**src/rtl/imem_loader_if.sv**
```systemverilog
// ============================================================================
// Module      : imem_loader_if
// Description : Byte-stream input, instruction-memory write port and boot
//               status signals of the instruction-memory loader.
// Revision    : 1.0  initial release
// ============================================================================
`default_nettype none

interface imem_loader_if #(
    parameter int INS_ADDRESS = 9,
    parameter int INS_W       = 32
);
    logic [7:0]             in_data;
    logic                   in_valid;
    logic                   in_ready;
    logic                   restart;
    logic                   we;
    logic [INS_ADDRESS-1:0] wa;
    logic [INS_W-1:0]       wd;
    logic                   core_rst;
    logic                   done;
    logic                   error;

    // master: byte source / system side; slave: the loader itself
    modport master (
        output in_data, in_valid, restart,
        input  in_ready, we, wa, wd, core_rst, done, error
    );

    modport slave (
        input  in_data, in_valid, restart,
        output in_ready, we, wa, wd, core_rst, done, error
    );
endinterface

`default_nettype wire

```
**src/rtl/imem_loader.sv**
```systemverilog
// ============================================================================
// Module      : imem_loader
// Description : Boot loader that fills instruction memory from a length-
//               prefixed byte stream (little-endian words from word 0) and
//               holds the core in reset until the load completes.
//               Optional trailing XOR checksum: IMEM_LOADER_CHECKSUM_EN.
// Revision    : 1.0  initial release
// ============================================================================
`default_nettype none

module imem_loader #(
    parameter int INS_ADDRESS = 9,
    parameter int INS_W       = 32
) (
    input  logic          clk,
    input  logic          reset,
    imem_loader_if.slave  bus
);

    localparam int          DEPTH   = 2 ** (INS_ADDRESS - 2);
    localparam int          WIDX_W  = INS_ADDRESS - 2;
    localparam logic [16:0] c_depth = 17'(DEPTH);

    typedef enum logic [2:0] {
        S_HDR0 = 3'd0,
        S_HDR1 = 3'd1,
        S_DATA = 3'd2,
`ifdef IMEM_LOADER_CHECKSUM_EN
        S_CHK  = 3'd3,
`endif
        S_DONE = 3'd4,
        S_ERR  = 3'd5
    } state_t;

    state_t                 r_state;
    logic [7:0]             r_count_lo;
    logic [15:0]            r_remain;
    logic [WIDX_W-1:0]      r_widx;
    logic [1:0]             r_bcnt;
    logic [23:0]            r_word;
    logic                   r_in_ready;
    logic                   r_we;
    logic [INS_ADDRESS-1:0] r_wa;
    logic [INS_W-1:0]       r_wd;
    logic                   r_core_rst;
    logic                   r_done;
    logic                   r_error;
`ifdef IMEM_LOADER_CHECKSUM_EN
    logic [7:0]             r_xor;
`endif

    logic                   w_accept;
    logic [15:0]            w_count;

    assign w_accept = bus.in_valid && r_in_ready;
    assign w_count  = {bus.in_data, r_count_lo};

    always_ff @(posedge clk or posedge reset) begin
        if (reset) begin
            r_state    <= S_HDR0;
            r_count_lo <= 8'd0;
            r_remain   <= 16'd0;
            r_widx     <= '0;
            r_bcnt     <= 2'd0;
            r_word     <= 24'd0;
            r_in_ready <= 1'b1;
            r_we       <= 1'b0;
            r_wa       <= '0;
            r_wd       <= '0;
            r_core_rst <= 1'b1;
            r_done     <= 1'b0;
            r_error    <= 1'b0;
`ifdef IMEM_LOADER_CHECKSUM_EN
            r_xor      <= 8'd0;
`endif
        end else begin
            r_we <= 1'b0;
            case (r_state)
                S_HDR0: begin
                    if (w_accept) begin
                        r_count_lo <= bus.in_data;
                        r_state    <= S_HDR1;
                    end
                end

                S_HDR1: begin
                    if (w_accept) begin
                        r_remain <= w_count;
                        if ({1'b0, w_count} > c_depth) begin
                            r_state    <= S_ERR;
                            r_in_ready <= 1'b0;
                            r_error    <= 1'b1;
                        end else if (w_count == 16'd0) begin
`ifdef IMEM_LOADER_CHECKSUM_EN
                            r_state    <= S_CHK;
`else
                            r_state    <= S_DONE;
                            r_in_ready <= 1'b0;
                            r_core_rst <= 1'b0;
                            r_done     <= 1'b1;
`endif
                        end else begin
                            r_state <= S_DATA;
                        end
                    end
                end

                S_DATA: begin
                    if (r_remain == 16'd0) begin
                        // One idle cycle after the last write so done trails we by an edge
                        r_state    <= S_DONE;
                        r_core_rst <= 1'b0;
                        r_done     <= 1'b1;
                    end else if (w_accept) begin
                        r_bcnt <= r_bcnt + 2'd1;
`ifdef IMEM_LOADER_CHECKSUM_EN
                        r_xor  <= r_xor ^ bus.in_data;
`endif
                        case (r_bcnt)
                            2'd0: r_word[7:0]   <= bus.in_data;
                            2'd1: r_word[15:8]  <= bus.in_data;
                            2'd2: r_word[23:16] <= bus.in_data;
                            default: begin
                                r_we     <= 1'b1;
                                r_wa     <= {r_widx, 2'b00};
                                r_wd     <= INS_W'({bus.in_data, r_word});
                                r_widx   <= r_widx + WIDX_W'(1);
                                r_remain <= r_remain - 16'd1;
                                if (r_remain == 16'd1) begin
`ifdef IMEM_LOADER_CHECKSUM_EN
                                    r_state    <= S_CHK;
`else
                                    r_in_ready <= 1'b0;
`endif
                                end
                            end
                        endcase
                    end
                end

`ifdef IMEM_LOADER_CHECKSUM_EN
                S_CHK: begin
                    if (w_accept) begin
                        r_in_ready <= 1'b0;
                        if (bus.in_data == r_xor) begin
                            r_state    <= S_DONE;
                            r_core_rst <= 1'b0;
                            r_done     <= 1'b1;
                        end else begin
                            r_state <= S_ERR;
                            r_error <= 1'b1;
                        end
                    end
                end
`endif

                S_DONE, S_ERR: begin
                    if (bus.restart) begin
                        r_state    <= S_HDR0;
                        r_in_ready <= 1'b1;
                        r_core_rst <= 1'b1;
                        r_done     <= 1'b0;
                        r_error    <= 1'b0;
                        r_widx     <= '0;
                        r_bcnt     <= 2'd0;
`ifdef IMEM_LOADER_CHECKSUM_EN
                        r_xor      <= 8'd0;
`endif
                    end
                end

                default: begin
                    r_state <= S_HDR0;
                end
            endcase
        end
    end

    assign bus.in_ready = r_in_ready;
    assign bus.we       = r_we;
    assign bus.wa       = r_wa;
    assign bus.wd       = r_wd;
    assign bus.core_rst = r_core_rst;
    assign bus.done     = r_done;
    assign bus.error    = r_error;

endmodule

`default_nettype wire

```
**src/flat_wrapper.sv**
```systemverilog
// flat-port wrapper written by rule: the top's interface ports become plain ports
module imem_loader_flat 
#(
    parameter int INS_ADDRESS = 9,
    parameter int INS_W       = 32
)
  (clk, reset, bus_in_data, bus_in_valid, bus_restart, bus_in_ready, bus_we, bus_wa, bus_wd, bus_core_rst, bus_done, bus_error);
  imem_loader_if #(.INS_ADDRESS(INS_ADDRESS), .INS_W(INS_W)) bus_i ();
  input  logic clk;
  input  logic reset;
  input wire logic [$bits(bus_i.in_data)-1:0] bus_in_data;
  input wire logic [$bits(bus_i.in_valid)-1:0] bus_in_valid;
  input wire logic [$bits(bus_i.restart)-1:0] bus_restart;
  output wire logic [$bits(bus_i.in_ready)-1:0] bus_in_ready;
  output wire logic [$bits(bus_i.we)-1:0] bus_we;
  output wire logic [$bits(bus_i.wa)-1:0] bus_wa;
  output wire logic [$bits(bus_i.wd)-1:0] bus_wd;
  output wire logic [$bits(bus_i.core_rst)-1:0] bus_core_rst;
  output wire logic [$bits(bus_i.done)-1:0] bus_done;
  output wire logic [$bits(bus_i.error)-1:0] bus_error;
  assign bus_i.in_data = bus_in_data;
  assign bus_i.in_valid = bus_in_valid;
  assign bus_i.restart = bus_restart;
  assign bus_in_ready = bus_i.in_ready;
  assign bus_we = bus_i.we;
  assign bus_wa = bus_i.wa;
  assign bus_wd = bus_i.wd;
  assign bus_core_rst = bus_i.core_rst;
  assign bus_done = bus_i.done;
  assign bus_error = bus_i.error;
  imem_loader #(.INS_ADDRESS(INS_ADDRESS), .INS_W(INS_W)) u_core (.clk(clk), .reset(reset), .bus(bus_i));
endmodule
```
**config.mk**
```make
export PLATFORM = sky130hd
export DESIGN_NAME = imem_loader_flat
export DESIGN_NICKNAME = d
export VERILOG_FILES = /design/src/rtl/imem_loader_if.sv /design/src/rtl/imem_loader.sv /design/src/flat_wrapper.sv
export SDC_FILE = /design/constraint.sdc
export NUM_CORES = 1
export LEC_CHECK = 0
export ABC_AREA = 0
export BUFFER_PORTS_ARGS = -buffer_cell sky130_fd_sc_hd__buf_2
export CORE_MARGIN = 4
export CORE_UTILIZATION = 55
export CTS_BUF_LIST = sky130_fd_sc_hd__clkbuf_16
export CTS_CLUSTER_DIAMETER = 100
export DETAILED_ROUTE_END_ITERATION = 16
export MAX_ROUTING_LAYER = met4
export PLACE_DENSITY = 0.76
export SYNTH_ARGS = -nofsm -noshare
export SYNTH_HDL_FRONTEND = slang
export SYNTH_SLANG_ARGS = --single-unit
```
**constraint.sdc**
```tcl
create_clock -name clk -period 5.9 [get_ports clk]
set_clock_uncertainty 0.05 [all_clocks]
set_input_delay 0.295 -clock clk [delete_from_list [all_inputs] [get_ports clk]]
set_output_delay 0.295 -clock clk [all_outputs]
set_load 0.02 [all_outputs]
```
==> out/metrics.yaml <==
clock_network:
  cts_root_buf: "clkbuf_16"
  cts.sinks: 104
  numCtsBuffers: 9
  clock_latency_ns: 0.34
  cts_resized: 0
  cts.clk_slew.worst_paths_ns: 0.07
  cts_tree: "done"
  clockBufferDepth: 2
  htree_levels: 3
global_route:
  grt_max_degree: 69
  track_usage_pct: 21.6
  grt_overflow: 0
  grt_pass1_wl_um: 18400
  grt_pass1_vias: 3517
  antenna_found_initial: 0
worst_setup_path:
  r2r_cells: 7
  start_kind: "flip-flop"
  r2r_slack_ns: 3.33
  end_kind: "flip-flop"
  worstSetupPathType: "reg -> reg"
  required_ns: 6.08
  crit_arrival_ns: 2.75
  r2r-start: "u_core.r_remain[0]"
  timing.rr.end: "u_core.bus.wd[28]"
  worst-path-max-fanout: 45
sta:
  relSlewSlack_pct: 36.7
  layout_min_cycle_time_ns: 2.57
  setup_tns_ns: 0
  rsz0062_at_grt: "no"
  max_freq_mhz: 389
  finalSetupViolCount: 0
  post-route-period-util_pct: 43.6
  hold_violations: 0
  worst_pin_slew_ns: 0.950
  slew_viol_final: 0
floorplanning:
  fp.dieH_um: 104
  io_pins: 58
  rows: 34
  core_area_mm2: 0.00885
  die_w_um: 104
  dieArea_mm2: 0.0108
  start_util_pct: 57.3
routing:
  routed_via_density: 6.08
  firstDrtPassIters: 4
  vias: 3482
  wl_per_cell_um: 19.2
  routed_wl_um: 11000
  drt_iter0_markers: 220
  drc: 0
  drtAntennaViolNets: 0
placed_design:
  gp_congestion: 0.963
  dp.cells: 556
  placed_area_mm2: 0.00535
  dp_hpwl_um: 7560
  io_buffers: 55
hold_path:
  hold_class: "in -> reg"
  min_path_cells: 2
  worstHoldStart: "bus_in_data[7]"
  hold_path_end: "u_core.r_count_lo[7]"
final_layout:
  final_cells: 573
  syn2layout_area_growth_pct: 11.4
  num_antenna_cells: 0
  fin_area_mm2: 0.00565
  final_nets: 480
  drive_above_1_share_pct: 34.6
  multiInputGateArea_mm2: 0.00229
  n_fill_cell: 705
  regArea_mm2: 0.00261
power:
  p_leak_nw: 2.59
  p_per_area_mw_per_mm2: 557
  vdd_drop_max_mv: 0.239
synthesis:
  synth-edff-count: 0
  syn_inst: 411
  synth_area_mm2: 0.00507
  ys_ff_latch: 104
  ys_warn_count: 0
  synth_ff_type: "dfrtp_1"
  synthDistinctLibCells: 67
  synthArstFlopShare_pct: 100
  synth_area_per_cell_um2: 12.3
  ys_seq_area_share_pct: 51.3
flow_run:
  max_cap_viol_count: 0
run_status:
  outcome: "complete, no violations"
power breakdown:
| group | internal [mW] | leakage (nW) | switching, mW |
|---|---|---|---|
| logic | 0.591 | 1.18 | 0.675 |
| clock network | 0.298 | 0.148 | 0.282 |
| registers | 1.03 | 1.27 | 0.274 |
| total | 1.92 | 2.59 | 1.23 |
cell families after synthesis:
kind of cell             Yosys count  share of synthesized area [%]
flip-flops                       104                           51.3
other                              1                         0.0739
AND/OR/NAND/NOR                  130                           15.0
adder cells (fa/ha/maj)            8                           1.97
buffers and inverters             29                           3.67
AO/OA/AOI/OAI                     60                           8.19
XOR/XNOR                           4                          0.691
multiplexers                      75                           19.1
layer usage:
| layer | GRT usage, % | wire length [µm] | vias up |
|---|---|---|---|
| li1 | - | - | 1618 |
| met1 | 29.2 | 5060 | 1750 |
| met2 | 34.3 | 5290 | 104 |
| met3 | 3.72 | 538 | 10 |
| met4 | 5.41 | 106 | 0 |
| met5 | - | 0 | - |
through the flow:
stage / util [%] / setup WS (ns) / hold WS (ns) / total power, mW
4_1_cts: 63.9 / 3.35 / 0.241 / 3.17
5_1_grt: 63.9 / 3.19 / 0.243 / 3.35
3_5_place_dp: 60.5 / 3.39 / 0.288 / 2.57
6_report: 63.9 / 3.33 / 0.252 / 3.15
3_3_place_gp: 60.5 / 3.43 / 0.279 / 2.52
2_1_floorplan: - / 2.83 / 0.393 / 2.22
worst max-delay path: stages, from the launching register on:
cell	delay, ns
dfrtp_1	0.44
inv_1	0.12
ha_1	0.21
nor3b_1	0.40
nand4_4	0.21
and3_2	0.25
buf_4	0.32
mux2_4	0.39
flip-flops by register name (all words and copies together) (netlist names), 2 cells and up:
signal / cells
u_core.r_state: 3
u_core.r_count_lo: 8
u_core.r_bcnt: 2
u_core.r_widx: 7
u_core.bus.wa: 7
u_core.r_word: 24
u_core.r_remain: 16
u_core.bus.wd: 32
cells in the final DEF, fill, tap and decap left out, types with 4 or more instances in the layout:
cell type,n
a21oi_1,15
and3_1,6
buf_2,55
clkbuf_16,9
dfrtp_1,102
ha_1,8
inv_1,7
mux2_2,37
mux2_4,34
mux2i_1,4
nand2_1,31
nand3_1,13
nand4_1,5
nor2_1,17
nor3_1,9
nor3b_1,4
nor4_1,10
o211ai_1,4
o21ai_0,6
o31ai_1,4
or3_1,5
synth_stat cells, types with 4 or more instances:
| cell | count | area, µm² |
|---|---|---|
| nor3_1 | 9 | 45.0 |
| clkbuf_1 | 8 | 30.0 |
| ha_1 | 8 | 100 |
| o211ai_1 | 4 | 30.0 |
| mux2i_1 | 4 | 40.0 |
| o21ai_0 | 6 | 30.0 |
| o31ai_1 | 4 | 30.0 |
| a21oi_1 | 15 | 75.1 |
| and3_1 | 7 | 43.8 |
| buf_2 | 5 | 25.0 |
| nand3_1 | 13 | 65.1 |
| nand2_1 | 31 | 116 |
| inv_1 | 7 | 26.3 |
| or3_1 | 5 | 31.3 |
| nand4_1 | 5 | 31.3 |
| nor3b_1 | 4 | 30.0 |
| nor4_1 | 10 | 62.6 |
| nor2_1 | 17 | 63.8 |
| mux2_2 | 37 | 417 |
| dfrtp_1 | 102 | 2550 |
| mux2_4 | 34 | 510 |
worst max-delay path by stage:
stage | from | end
6_report | u_core.r_remain[0] | u_core.bus.wd[28]
5_1_grt | u_core.r_remain[0] | u_core.r_widx[5]
4_1_cts | u_core.r_remain[0] | u_core.bus.wd[23]
3_5_place_dp | u_core.r_remain[0] | u_core.bus.wd[28]
3_3_place_gp | u_core.r_remain[0] | u_core.bus.wd[22]
2_1_floorplan | reset | u_core.bus.done
timing repair:
item | in CTS | in global routing
buffers inserted | 0 | 0
setup endpoints to repair | 0 | 0
hold endpoints to repair | 36 | 0
hold buffers | 1 | 0
area by class of cell:
class | instances | share of cell area (%)
Clock buffer | 9 | 3.98
Clock inverter | 7 | 1.13
Inverter | 7 | 0.509
Multi-Input combinational cell | 279 | 40.5
Sequential cell | 104 | 46.1
Tap cell | 108 | 2.39
Timing Repair Buffer | 59 | 5.44
No activity file was read; power rests on OpenSTA's default activity.
